--- src/rtl/sqrt_sched_pkg.sv ---
// ============================================================================
// sqrt_sched_pkg : shared types and defaults for the sqrt request scheduler
// Revision: 1.0
// ============================================================================
`default_nettype none

package sqrt_sched_pkg;

  localparam int c_nreq_def    = 4;
  localparam int c_width_def   = 8;
  localparam int c_timeout_def = 64;

  typedef enum logic [1:0] {
    IDLE  = 2'd0,
    START = 2'd1,
    WAIT  = 2'd2,
    HOLD  = 2'd3
  } state_e;

  // Index width, never narrower than one bit
  function automatic int id_width(input int n);
    return (n > 1) ? $clog2(n) : 1;
  endfunction

endpackage

`default_nettype wire

--- src/rtl/sqrt_sched_rr_arbiter.sv ---
// ============================================================================
// rr_arbiter : round-robin selector, searching upward from pointer with wrap
// Revision: 1.0
// ============================================================================
`default_nettype none

module rr_arbiter #(
  parameter int NREQ = 4,
  parameter int IDW  = 2
) (
  input  logic [NREQ-1:0] req,
  input  logic [IDW-1:0]  pointer,
  input  logic            enable,
  output logic [NREQ-1:0] grant,
  output logic [IDW-1:0]  index
);

  int             w_k;
  logic [IDW-1:0] w_sel;
  logic           w_found;

  always_comb begin
    grant   = '0;
    index   = '0;
    w_found = 1'b0;
    w_k     = 0;
    w_sel   = '0;
    for (int i = 0; i < NREQ; i++) begin
      w_k = int'(pointer) + i;
      if (w_k >= NREQ) w_k = w_k - NREQ;
      w_sel = IDW'(w_k);
      if (enable && !w_found && req[w_sel]) begin
        w_found      = 1'b1;
        grant[w_sel] = 1'b1;
        index        = w_sel;
      end
    end
  end

endmodule

`default_nettype wire

--- src/rtl/sqrt_sched.sv ---
// ============================================================================
// sqrt_sched : shares one iterative sqrt engine among NREQ requesters.
// Optional watchdog enabled by macro SQRT_SCHED_TIMEOUT_EN.  Revision: 1.0
// ============================================================================
`default_nettype none

module sqrt_sched
  import sqrt_sched_pkg::*;
#(
  parameter int NREQ    = c_nreq_def,
  parameter int WIDTH   = c_width_def,
  parameter int TIMEOUT = c_timeout_def
) (
  input  logic                          clk,
  input  logic                          rst_n,
  input  logic [NREQ-1:0]               req_valid,
  input  logic [NREQ-1:0][WIDTH-1:0]    req_rad,
  output logic [NREQ-1:0]               req_ready,
  output logic                          rsp_valid,
  input  logic                          rsp_ready,
  output logic [id_width(NREQ)-1:0]     rsp_id,
  output logic [WIDTH-1:0]              rsp_root,
  output logic [WIDTH-1:0]              rsp_rem,
  output logic                          rsp_err,
  output logic                          eng_start,
  output logic [WIDTH-1:0]              eng_rad,
  input  logic                          eng_busy,
  input  logic                          eng_valid,
  input  logic [WIDTH-1:0]              eng_root,
  input  logic [WIDTH-1:0]              eng_rem
);

  localparam int c_idw = id_width(NREQ);

  state_e           r_state, w_next;
  logic [c_idw-1:0] r_ptr, r_id, w_idx, w_ptr_nxt;
  logic [WIDTH-1:0] r_rad, r_root, r_rem;
  logic [NREQ-1:0]  w_grant;
  logic             w_arb_en, w_go, w_done, w_to;

  // Grants are withheld during reset and while the engine is still busy
  assign w_arb_en = (r_state == IDLE) && !eng_busy && rst_n;
  assign w_go     = |w_grant;
  assign w_done   = (r_state == WAIT) && eng_valid && !eng_busy;
  assign w_ptr_nxt = (w_idx == c_idw'(NREQ - 1)) ? '0 : w_idx + 1'b1;

  rr_arbiter #(
    .NREQ (NREQ),
    .IDW  (c_idw)
  ) u_arb (
    .req     (req_valid),
    .pointer (r_ptr),
    .enable  (w_arb_en),
    .grant   (w_grant),
    .index   (w_idx)
  );

  always_ff @(posedge clk) begin
    if (!rst_n) r_state <= IDLE;
    else        r_state <= w_next;
  end

  always_comb begin
    w_next = r_state;
    case (r_state)
      IDLE:    if (w_go) w_next = START;
      START:   w_next = WAIT;
      WAIT:    if (w_done || w_to) w_next = HOLD;
      HOLD:    if (rsp_ready) w_next = IDLE;
      default: w_next = IDLE;
    endcase
  end

  always_ff @(posedge clk) begin
    if (!rst_n) begin
      r_ptr  <= '0;
      r_id   <= '0;
      r_rad  <= '0;
      r_root <= '0;
      r_rem  <= '0;
    end else begin
      if (r_state == IDLE && w_go) begin
        r_rad <= req_rad[w_idx];
        r_id  <= w_idx;
        r_ptr <= w_ptr_nxt;
      end
      if (w_done) begin
        r_root <= eng_root;
        r_rem  <= eng_rem;
      end else if (w_to) begin
        r_root <= '0;
        r_rem  <= '0;
      end
    end
  end

`ifdef SQRT_SCHED_TIMEOUT_EN
  localparam int c_cnt_w = $clog2(TIMEOUT + 1);

  logic [c_cnt_w-1:0] r_cnt;
  logic               r_err;

  // Expires on the TIMEOUT-th consecutive WAIT cycle without a result
  assign w_to = (r_state == WAIT) && !w_done && (r_cnt == c_cnt_w'(TIMEOUT - 1));

  always_ff @(posedge clk) begin
    if (!rst_n) begin
      r_cnt <= '0;
      r_err <= 1'b0;
    end else begin
      if (r_state == START)     r_cnt <= '0;
      else if (r_state == WAIT) r_cnt <= r_cnt + 1'b1;
      if (w_done)               r_err <= 1'b0;
      else if (w_to)            r_err <= 1'b1;
    end
  end

  assign rsp_err = r_err;
`else
  logic w_unused_cfg;
  assign w_unused_cfg = (TIMEOUT > 0);
  assign w_to    = 1'b0;
  assign rsp_err = 1'b0;
`endif

  assign req_ready = w_grant;
  assign eng_start = (r_state == START);
  assign eng_rad   = r_rad;
  assign rsp_valid = (r_state == HOLD);
  assign rsp_id    = r_id;
  assign rsp_root  = r_root;
  assign rsp_rem   = r_rem;

endmodule

`default_nettype wire
--- config.mk ---
export PLATFORM = sky130hd
export DESIGN_NAME = sqrt_sched
export DESIGN_NICKNAME = d
export VERILOG_FILES = /design/src/rtl/sqrt_sched_pkg.sv /design/src/rtl/sqrt_sched_rr_arbiter.sv /design/src/rtl/sqrt_sched.sv
export SDC_FILE = /design/constraint.sdc
export NUM_CORES = 1
export LEC_CHECK = 0
export CAP_MARGIN = 10
export CORE_ASPECT_RATIO = 1.1
export CORE_UTILIZATION = 38
export DETAILED_ROUTE_END_ITERATION = 10
export PLACE_DENSITY = 0.88
export SYNTH_ARGS = -nofsm -noshare
export SYNTH_HDL_FRONTEND = slang
export SYNTH_SLANG_ARGS = --single-unit
--- constraint.sdc ---
create_clock -name clk -period 3.22 [get_ports clk]
set_clock_uncertainty 0.15 [all_clocks]
set_input_delay 0.322 -clock clk [delete_from_list [all_inputs] [get_ports clk]]
set_output_delay 0.322 -clock clk [all_outputs]
set_load 0.02 [all_outputs]
### Word level (Yosys, flattened, before mapping)

Cells that the tools add are included.
W data, S select, Z words.

* bits of input ports: 57
* logic and storage cells: 98
* flip-flop bits (word level): 30
* output and inout bits: 33

* eq/ne operators: 7
* bitwise gates (word level): 3
* reductions and logical operators: 23
* $lt $le $gt $ge: 13
* multiplexer cells: 38
* $add $sub $neg: 8

Operator list (count)
* $mux W2: 12
* $bmux W8 S2: 1
* $logic_and A1 B1 Y1: 16
* $mux W4: 4
* $lt A2 B3 Y1 const B: 5
* $or A4 B4 Y4: 3
* $mux W1: 11
* $ge A3 B3 Y1 const B: 3
* $bmux W1 S2: 4
* $demux W1 S2: 4
* $ge A2 B1 Y1 const B: 4
* $mux W8: 1
* $pmux W2 S4: 1
* $sub A2 B1 Y2 const B: 4
* $add A2 B2 Y3 const B: 2
* $eq A2 B2 Y1 const B: 3
* $logic_not A1 Y1: 4
* $ne A2 B2 Y1 const B: 2
* $reduce_or A4 Y1: 1
* $add A2 B1 Y3 const B: 1
* $ge A2 B3 Y1 const B: 1
* $reduce_and A3 Y1: 1
* $add A2 B1 Y2 const B: 1
* $eq A2 B1 Y1 const B: 1
* other kinds (2): 2

### Longest topological paths before layout

Gate-level depths: netlist (run 1).

* depth in word-level cells: 21
* gate-level depth with buffers: 13
* depth with buffers taken out: 10

### Cells and area by module

From an unflattened synthesis (run 1), not the netlist that was laid out.

* cells, all modules: 207
* area, all modules: 1961.9 um^2

By module, submodules not included
* sqrt_sched: sequential area each 600.6 um^2, times used 1, cells each 144, area an instance 1430.1 um^2
* rr_arbiter: sequential area each 0.0 um^2, times used 1, cells each 63, area an instance 531.8 um^2

### Worst setup path before layout (run 1)

No wires, ideal clock.

* path type: register to register
* start: register r_ptr[1]
* end: register r_state[0]
* buffers on the path: 2
* path slack: -121 ps
* data required time: 2991 ps
* clock period less this slack: 3341 ps
* setup time: 79 ps
* data arrival time: 3112 ps
* cell stages (with the launch flop): 12
* path through: dfxtp_1 > buf_2 > inv_1 > ha_1 > mux4_1 > nor3_1 > and2_4 > a221o_1 > or4_1 > buf_6 > o211a_1 > a211oi_2

* longest elaborated chain between the ends: 21
* elaborated cells between the ends (all ways): 66
* those cells by class: add/sub: 7; order compare: 12; eq/ne: 1; mux: 27; bitwise: 3; reduce/logical: 16

RTL lines
* from (decl): RTL line sqrt_sched.sv:36 `logic [c_idw-1:0] r_ptr, r_id, w_idx, w_ptr_nxt;`
* from (signal assigned): RTL line sqrt_sched.sv:85 `r_ptr <= w_ptr_nxt;`
* branches (longest 17 deep; another with $add A2 B1 Y3)
* $mux W4 (*): RTL line sqrt_sched_rr_arbiter.sv:32 `if (enable && !w_found && req[w_sel]) begin`
* net req_ready[2]: RTL line sqrt_sched.sv:18 `output logic [NREQ-1:0] req_ready,`
* $reduce_or A4 Y1 (*): RTL line sqrt_sched.sv:43 `assign w_go = |w_grant;`
* $ne A2 B2 Y1 (no source line) (*)
* $reduce_and A3 Y1 (no source line) (*)
* to (signal assigned): RTL line sqrt_sched.sv:60 `else r_state <= w_next;`
* to (decl): RTL line sqrt_sched.sv:35 `state_e r_state, w_next;`

Mark *: on every way through the listed nets, which the timed path passes. The select of a mux whose other input is x is not followed.
A chain may end at the register's enable or synchronous reset.

### Worst setup path after layout (run 1)

* start: register r_ptr[0]
* end: register r_state[0]

* longest elaborated chain between the ends: 21
* elaborated cells between the ends (all ways): 66
* those cells by class: add/sub: 7; order compare: 12; eq/ne: 1; mux: 27; bitwise: 3; reduce/logical: 16

RTL lines (RTL line)
* branches (longest 17 deep; another with $add A2 B1 Y3)
* $mux W4 (*): sqrt_sched_rr_arbiter.sv:32
* $reduce_or A4 Y1 (*): sqrt_sched.sv:43
* $ne A2 B2 Y1 (no source line) (*)
* $reduce_and A3 Y1 (no source line) (*)

Every way passes the cells marked *. The select of a mux whose other input is x is not followed.

==> flow_metrics.tcl, run 1 <==
set metrics [dict create \
    hold_class "reg2reg" \
    grt_pass1_wl_um 8540 \
    gp_congestion 0.840 \
    place_area_um2 3030 \
    synth_top_family_by_area "multiplexers" \
    n_antenna_cell 0 \
    cts_tree "built" \
    dieArea_um2 5550 \
    syn_area_um2 2000 \
    via_per_inst 5.13 \
    portBuffers 88 \
    met1_length_um 2110 \
    antenna_found_initial 0 \
    crit_required_ps 3280 \
    dominantRegCellSynth "dfxtp_1" \
    synth_xor_area_share_pct 0 \
    area_growth_pct 56.0 \
    synth_edf_count 0 \
    end_kind "register" \
    finalSetupViolCount 0 \
    initialDrtViolationCount 81 \
    min_period_over_period_pct 96.4 \
    cts_sinks 30 \
    layout_commonest_cell "clkdlybuf4s50_1" \
    seq_area_um2 602 \
    max_cap_violations 0 \
    cts_max_path_buffers 2 \
    coreArea_um2 5030 \
    highest_layer "met4" \
    root_buffer "clkbuf_8" \
    die_w_um 71.1 \
    power_density_nw_per_um2 589 \
    multi_input_comb_area_um2 1290 \
    synth_fp_nets 296 \
    min_period_ps 3100 \
    r2r_slack_ps 120 \
    rows 27 \
    cp-start-kind "register" \
    final_nets 395 \
    htreeDepth 2 \
    wl_per_cell_um 13.6 \
    report.final.slew_viol_count 0 \
    synth_compound_area_share_pct 12.6 \
    ys_warn_count 0 \
    overflow 0 \
    dpl.hpwl_um 3930 \
    wl_um 5210 \
    yosys.area_share.simple_pct 17.2 \
    rsz0062_at_grt "false" \
    dr_wl_met3_um 267 \
    synth_seq_cells 30 \
    fmax_ghz 0.322 \
    layout_common_cells "clkdlybuf4s50_1 (84), nand2_1 (45), mux2i_1 (30)" \
    final_hold_viol_count 0 \
    numCtsBuffers 5 \
    clock_latency_ps 280 \
    clkTransAtPathRegs_ps 70 \
    initial_core_util_pct 39.7 \
    outcome "finished clean" \
    drc 0 \
    ant_nets 0 \
    grt_pass1_vias 1974 \
    critPathKind "reg2reg" \
    vdd_drop_max_uv 430 \
    synthMuxAreaShare_pct 25.4 \
    stdcell_area_um2 3120 \
    ys_seq_area_share_pct 30.1 \
    vias 1964 \
    syn_area_per_cell_um2 8.88 \
    grt_start_max_net_pins 23 \
    synth_fa_ha_area_share_pct 8.77 \
    fill_cells 408 \
    detailedRoute.firstPassIterationCount 7 \
    wl_met2_um 2740 \
    p_leak_nw 1.17 \
    critPathMaxFanout 9 \
    drive_gt1_share_pct 14.2 \
    finalSetupTns_ps 0 \
    cp.arrival_ps 3160 \
    post_synth_num_cell_types 38 \
    die_h_um 78.0 \
    pin_count 90 \
    grt_usage_pct 19.3 \
    synthArstFlopShare_pct 0 \
    syn_inst 225 \
]
## power by group
group	switching [mW]	leakage, nW	total [mW]	internal [mW]
Combinational	0.494	0.877	1.02	0.521
Clock	0.145	0.0472	0.317	0.172
Sequential	0.0521	0.244	0.502	0.450
## layout make-up
type / instances / area share [%]
Tap cell: 58 / 2.33
Inverter: 7 / 0.843
Multi-Input combinational cell: 173 / 41.4
Clock buffer: 6 / 2.65
Timing Repair Buffer: 107 / 33.1
Sequential cell: 30 / 19.3
Clock inverter: 2 / 0.402
## through the flow
stage                     utilization (%)  hold slack [ps]  setup WS (ps)  std cells  total power, mW
after floorplan                         -              308          0.127        225             1.16
after global placement               60.1              291          -13.9        375             1.49
after detailed placement             60.1              296          -95.2        375             1.52
after CTS                            61.9              306           96.3        383             1.85
after global routing                 61.9              319           8.24        383             1.95
final                                61.9              305            116        383             1.83
## routing by layer
metal | GRT usage [%] | up-vias
met5 | 0 | -
met4 | 8.40 | 0
met3 | 4.36 | 9
met2 | 35.0 | 67
met1 | 21.5 | 900
li1 | - | 988
## logic make-up (layout without fill, tap and decap cells)
family / count (synthesis) / count (layout)
simple gates: 75 / 75
mux: 44 / 44
compound gates: 39 / 39
flops: 30 / 30
buf+inv: 22 / 122
fa+ha+maj: 14 / 14
other cells: 1 / 1
## worst paths after layout
| path | depth (start not counted) | end | start |
|---|---|---|---|
| min | 2 | rsp_root[5]$_SDFFE_PN0P_ | rsp_root[5]$_SDFFE_PN0P_ |
| max reg2reg | 10 | r_state[0]$_SDFFE_PN0P_ | r_ptr[0]$_SDFFE_PN0P_ |
| min reg2reg | 2 | rsp_root[5]$_SDFFE_PN0P_ | rsp_root[5]$_SDFFE_PN0P_ |
| max | 10 | r_state[0]$_SDFFE_PN0P_ | r_ptr[0]$_SDFFE_PN0P_ |
## cell usage after synthesis (2+ instances only)
master | n | area [um2]
nand2_1 | 45 | 169
dfxtp_1 | 30 | 601
mux2i_1 | 30 | 300
a21oi_1 | 24 | 120
ha_1 | 14 | 175
nor2_1 | 12 | 45.0
mux2_2 | 9 | 101
clkbuf_1 | 7 | 26.3
inv_1 | 7 | 26.3
nand3b_1 | 5 | 37.5
a221o_1 | 4 | 40.0
buf_2 | 3 | 15.0
buf_6 | 3 | 33.8
mux4_2 | 3 | 67.6
nor2b_1 | 3 | 18.8
buf_4 | 2 | 15.0
nor3_1 | 2 | 10.0
o21ai_0 | 2 | 10.0
## worst max-delay path, stage by stage, from the launching register on
cell and delay (ps):
dfxtp_2 400, inv_1 140, ha_4 320, mux4_2 300
nor2b_4 140, and2_4 140, a221o_1 310, or4_1 520
buf_4 190, o211a_1 220, a211oi_2 200
## registers in the layout, indices dropped and copies added (netlist names)
name	cells
eng_rad	8
rsp_rem	8
rsp_root	8
r_ptr	2
r_state	2
rsp_id	2
## what timing repair did
| action | in CTS | in global routing |
|---|---|---|
| endpoints found under the setup margin | 4 | 0 |
| buffers inserted | 0 | 0 |
| gates resized for setup | 4 | 0 |
| hold buffers | 0 | 0 |
No activity file was read; power rests on OpenSTA's default activity.
==> run 2, diff against run 1 <==
Settings changed: CELL_PAD_IN_SITES_DETAIL_PLACEMENT set to 0, CELL_PAD_IN_SITES_GLOBAL_PLACEMENT set to 2, CORE_UTILIZATION 38 to 21, PLACE_DENSITY 0.88 to 0.87.
==> run 2 against run 1 <==
  * Power decreased by 1.8%
  * Combinational power hardly changed
  * Sequential cell count unchanged
  * Count of clock-buffer cells in the layout up 1
  * Largest cell class unchanged
  * Clock power fell by 3%
  * Sequential share of layout area decreased by 0.20 points
  * Die area is 78% higher
==> flow_metrics.tcl, run 2 (synthesis gave the netlist of run 1 again) <==
set metrics [dict create \
    rows 36 \
    power_density_nw_per_um2 569 \
    dp_cells 428 \
    cp-start-kind "register" \
    outcome "finished clean" \
    r2r_cells 10 \
    hold_ws_ps 307 \
    grt_usage_pct 10.7 \
    fill_cells 916 \
    min_period_over_period_pct 95.6 \
    grt_pass1_wl_um 8420 \
    max_cap_violations 0 \
    gr-usage-met2_pct 17.6 \
    initialDrtViolationCount 49 \
    drive_gt1_share_pct 13.0 \
    coreArea_um2 9050 \
    top_usage_layer "met2" \
    critPathMaxFanout 12 \
    dpl.hpwl_um 4140 \
    final_hold_viol_count 0 \
    portBuffers 88 \
    wl_per_cell_um 12.1 \
    p_leak_nw 1.15 \
    cts_sinks 30 \
    power_mw 1.80 \
    htreeDepth 2 \
    worstHoldStart "rsp_root[6]$_SDFFE_PN0P_" \
    n_antenna_cell 0 \
    report.final.slew_viol_count 0 \
    dp_slack_ps -70.3 \
    hold_class "reg2reg" \
    cts_tree "built" \
    fmax_ghz 0.325 \
    wl_um 5290 \
    drc 0 \
    numCtsBuffers 5 \
    rsz0062_at_grt "false" \
    layout_commonest_cell "clkdlybuf4s50_1" \
    grt_start_max_net_pins 19 \
    ant_nets 0 \
    die_h_um 104 \
    clkTransAtPathRegs_ps 60 \
    vias 1897 \
    clock_latency_ps 270 \
    initial_core_util_pct 22.1 \
    worstReg2RegStart "r_ptr[0]$_SDFFE_PN0P_" \
    finalSetupViolCount 0 \
    vdd_drop_max_uv 225 \
    dieArea_um2 9900 \
    end_kind "register" \
    die_w_um 95.0 \
    final_nets 392 \
    grt_util_met1_pct 12.9 \
    crit_path_start "r_ptr[0]$_SDFFE_PN0P_" \
    whs_path_depth 2 \
    instances_no_fill 436 \
    root_buffer "clkbuf_8" \
    setup_slack_ps 143 \
    grt_use_met3_pct 3.65 \
    cp.arrival_ps 3080 \
    grt_pass1_vias 1841 \
    gp_congestion 0.770 \
    crit_required_ps 3220 \
    detailedRoute.firstPassIterationCount 4 \
    area_growth_pct 58.3 \
    layout_common_cells "clkdlybuf4s50_1 (84), nand2_1 (45), mux2i_1 (30)" \
    antenna_found_initial 0 \
    min_period_ps 3080 \
    via_per_inst 4.35 \
    seq_area_um2 604 \
    pin_count 90 \
    cts_max_path_buffers 2 \
    overflow 0 \
    multi_input_comb_area_um2 1290 \
    critPathKind "reg2reg" \
]
==> run 2: cell types whose count changed in the layout (fill, tap and decap cells not counted), sizes merged <==
| cell | delta |
|---|---|
| clkinvlp | -1 |
| buf | -3 |
| clkbuf | +1 |
==> run 2: routing by layer <==
layer | part of all wire, % | up-vias
li1 | - | 979
met1 | 43 | 860
met2 | 49 | 54
met3 | 6.7 | 4
met4 | 0.79 | 0
met5 | 0 | -
==> run 2: worst max-delay path, cell delays in order (launching register included) <==
cell	delay (ps)
dfxtp_4	390
inv_1	130
ha_4	320
mux4_2	290
nor2b_4	140
and2_4	150
a221o_1	320
or4_1	590
buf_4	240
mux2i_1	190
nor2_1	50
==> run 2: report_power, final <==
part	switching [mW]	internal [mW]	total, mW
clock	0.136	0.172	0.308
sequential	0.0504	0.452	0.502
combinational	0.486	0.504	0.990
total	0.672	1.13	1.80
==> run 2: stage by stage <==
step	TNS (ps)	utilization (%)	area [um2]
4_1_cts	0	34.9	3160
6_report	0	34.9	3160
3_5_place_dp	-253	33.9	3070
5_1_grt	0	34.9	3160
2_1_floorplan	0	-	2010
3_3_place_gp	-92.7	33.9	3070
==> run 2: layout make-up <==
cell class | instances | area share, %
Timing Repair Buffer | 104 | 31.9
Sequential cell | 30 | 19.1
Clock buffer | 7 | 2.73
Multi-Input combinational cell | 173 | 40.8
Inverter | 7 | 0.831
Clock inverter | 1 | 0.158
Tap cell | 114 | 4.51
==> run 2: path summary, 6_finish.rpt <==
path | slack, ps | to
max | 140 | r_ptr[1]$_SDFFE_PN0P_
min | 310 | rsp_root[6]$_SDFFE_PN0P_
max reg2reg | 140 | r_ptr[1]$_SDFFE_PN0P_
min reg2reg | 310 | rsp_root[6]$_SDFFE_PN0P_
==> run 2: repair_timing <==
action / CTS / global route
gates cloned: 0 / 0
hold buffers: 0 / 0
gates resized for setup: 4 / 1
buffers inserted: 0 / 0
endpoints found under the setup margin: 4 / 4
hold endpoints to repair: 0 / 0
==> run 3, diff against run 2 <==
Settings changed: CORE_ASPECT_RATIO 1.1 to 0.75, CORE_UTILIZATION 21 to 25, HOLD_SLACK_MARGIN set to 0.15, PLACE_DENSITY 0.87 to 0.95.
Clock period 3.22 ns to 3.55 ns, I/O delays scaled along.
==> run 3 against run 2 <==
  * Design area down 1.4%
  * Die area fell by 16%
  * Sequential share of layout area rose by 0.16 points
  * Clock power is 39% higher
  * Global-route usage is 1.3 points higher
  * Utilization increased by 6.4 points
  * Sequential cell count is the same
  * Cell count decreased by 4.8%
  * Setup slack better by 66 ps
  * Critical path depth down 4
  * Routed wire length fell by 6.1%
  * Count of clock-buffer cells in the layout fell by 1
==> flow_metrics.tcl, run 3 (synthesis gave the netlist of run 1 again) <==
set metrics [dict create \
    root_buffer "clkbuf_8" \
    drc 0 \
    max_slew_margin_pct 52.0 \
    detailedRoute.firstPassIterationCount 4 \
    clock_latency_ps 270 \
    fill_cells 737 \
    power_density_nw_per_um2 556 \
    finalSetupTns_ps 0 \
    portBuffers 88 \
    n_antenna_cell 0 \
    area_growth_pct 56.1 \
    instances_no_fill 415 \
    cts_setup_buffers 0 \
    critPathMaxFanout 9 \
    rsz0062_at_grt "false" \
    path_cells "clkdlybuf4s50_1 -> mux4_1 -> a2111oi_1 -> buf_4 -> a221o_1 -> clkdlybuf4s50_1" \
    final_hold_viol_count 0 \
    wl_per_cell_um 12.0 \
    coreArea_um2 7530 \
    clkTransAtPathRegs_ps 60 \
    min_period_over_period_pct 94.1 \
    grt_pass1_wl_um 8080 \
    vias 1877 \
    critPathBufInv 3 \
    fmax_ghz 0.299 \
    holdBufCountCts 0 \
    overflow 0 \
    cts_max_path_buffers 2 \
    grt_start_max_net_pins 23 \
    final_nets 384 \
    path_delay_family "buffers and inverters" \
    critPathKind "in2out" \
    gp_congestion 0.754 \
    htreeDepth 2 \
    hold_class "reg2reg" \
    via_per_inst 4.52 \
    drive_gt1_share_pct 10.2 \
    grt_usage_pct 12.0 \
    seq_area_um2 601 \
    dp_cells 407 \
    vdd_drop_max_uv 188 \
    end_kind "primary output" \
    outcome "finished clean" \
    worst_pin_slew_ps 720 \
    layout_common_cells "clkdlybuf4s50_1 (88), nand2_1 (45), mux2i_1 (30), dfxtp_1 (30), a21oi_1 (24)" \
    cp-start-kind "primary input" \
    antenna_found_initial 0 \
    dieArea_um2 8350 \
    multi_input_comb_area_um2 1280 \
    numCtsBuffers 5 \
    slowest_stage "mux4_1" \
    report.final.slew_viol_count 0 \
    die_w_um 105 \
    pin_count 90 \
    place_area_um2 2970 \
    rows 27 \
    initial_core_util_pct 26.5 \
    max_cap_violations 0 \
    wl_um 4970 \
    dpl.hpwl_um 3810 \
    grt_pass1_vias 1737 \
    crit_top_cell "clkdlybuf4s50_1" \
    cts_tree "built" \
    post_cts_resized 0 \
    min_period_ps 3340 \
    layout_commonest_cell "clkdlybuf4s50_1" \
    critical-path-max-stage-delay_ps 680 \
    cp.arrival_ps 2840 \
    die_h_um 79.4 \
    p_leak_nw 1.12 \
    crit_required_ps 3040 \
    initialDrtViolationCount 52 \
    cts_sinks 30 \
    stdcell_area_um2 3120 \
    finalSetupViolCount 0 \
    ant_nets 0 \
]
-- run 3: path summary, 6_finish.rpt --
check        cells past startpoint  slack (ps)                    start                 endpoint
min reg2reg                      2         300  rsp_rem[2]$_SDFFE_PN0P_  rsp_rem[2]$_SDFFE_PN0P_
max reg2reg                     10         320    r_ptr[1]$_SDFFE_PN0P_  r_state[0]$_SDFFE_PN0P_
max                              6         210             req_valid[3]             req_ready[1]
min                              2         300  rsp_rem[2]$_SDFFE_PN0P_  rsp_rem[2]$_SDFFE_PN0P_
-- run 3: cell type report --
cell class / instances / share of cell area, %
Sequential cell: 30 / 19.3
Tap cell: 101 / 4.05
Inverter: 7 / 0.843
Multi-Input combinational cell: 173 / 41.1
Timing Repair Buffer: 96 / 30.2
Clock inverter: 2 / 1.93
Clock buffer: 6 / 2.65
-- run 3: metal layers --
layer / vias up / share of wire, % / GRT usage (%)
met4: 0 / 0.60 / 2.96
li1: 967 / - / -
met2: 64 / 44 / 19.3
met5: - / 0 / 0
met3: 5 / 9.0 / 4.73
met1: 841 / 46 / 15.0
-- run 3: worst register-to-register path, stage by stage, from the launching register on --
cell	delay (ps)
dfxtp_1	330
inv_1	120
ha_1	370
mux4_1	390
nor3_1	110
and2_4	200
a221o_1	350
or4_1	590
buf_4	250
o21ai_1	170
a211oi_2	80
-- run 3: where the power goes --
| part | total (mW) | internal, mW | switching [mW] |
|---|---|---|---|
| clock network | 0.428 | 0.299 | 0.129 |
| registers | 0.445 | 0.407 | 0.0383 |
| logic | 0.861 | 0.425 | 0.436 |
| total | 1.73 | 1.13 | 0.603 |
-- run 3: per-stage QoR --
| stage | hold WS, ps | setup WS (ps) | power, mW | util (%) |
|---|---|---|---|---|
| after global placement | 292 | 156 | 1.31 | 39.5 |
| after global routing | 321 | 25.3 | 1.85 | 41.4 |
| final | 304 | 209 | 1.73 | 41.4 |
| after CTS | 304 | 214 | 1.75 | 41.4 |
| after detailed placement | 296 | 131 | 1.31 | 39.5 |
| after floorplan | 341 | 209 | 1.04 | - |
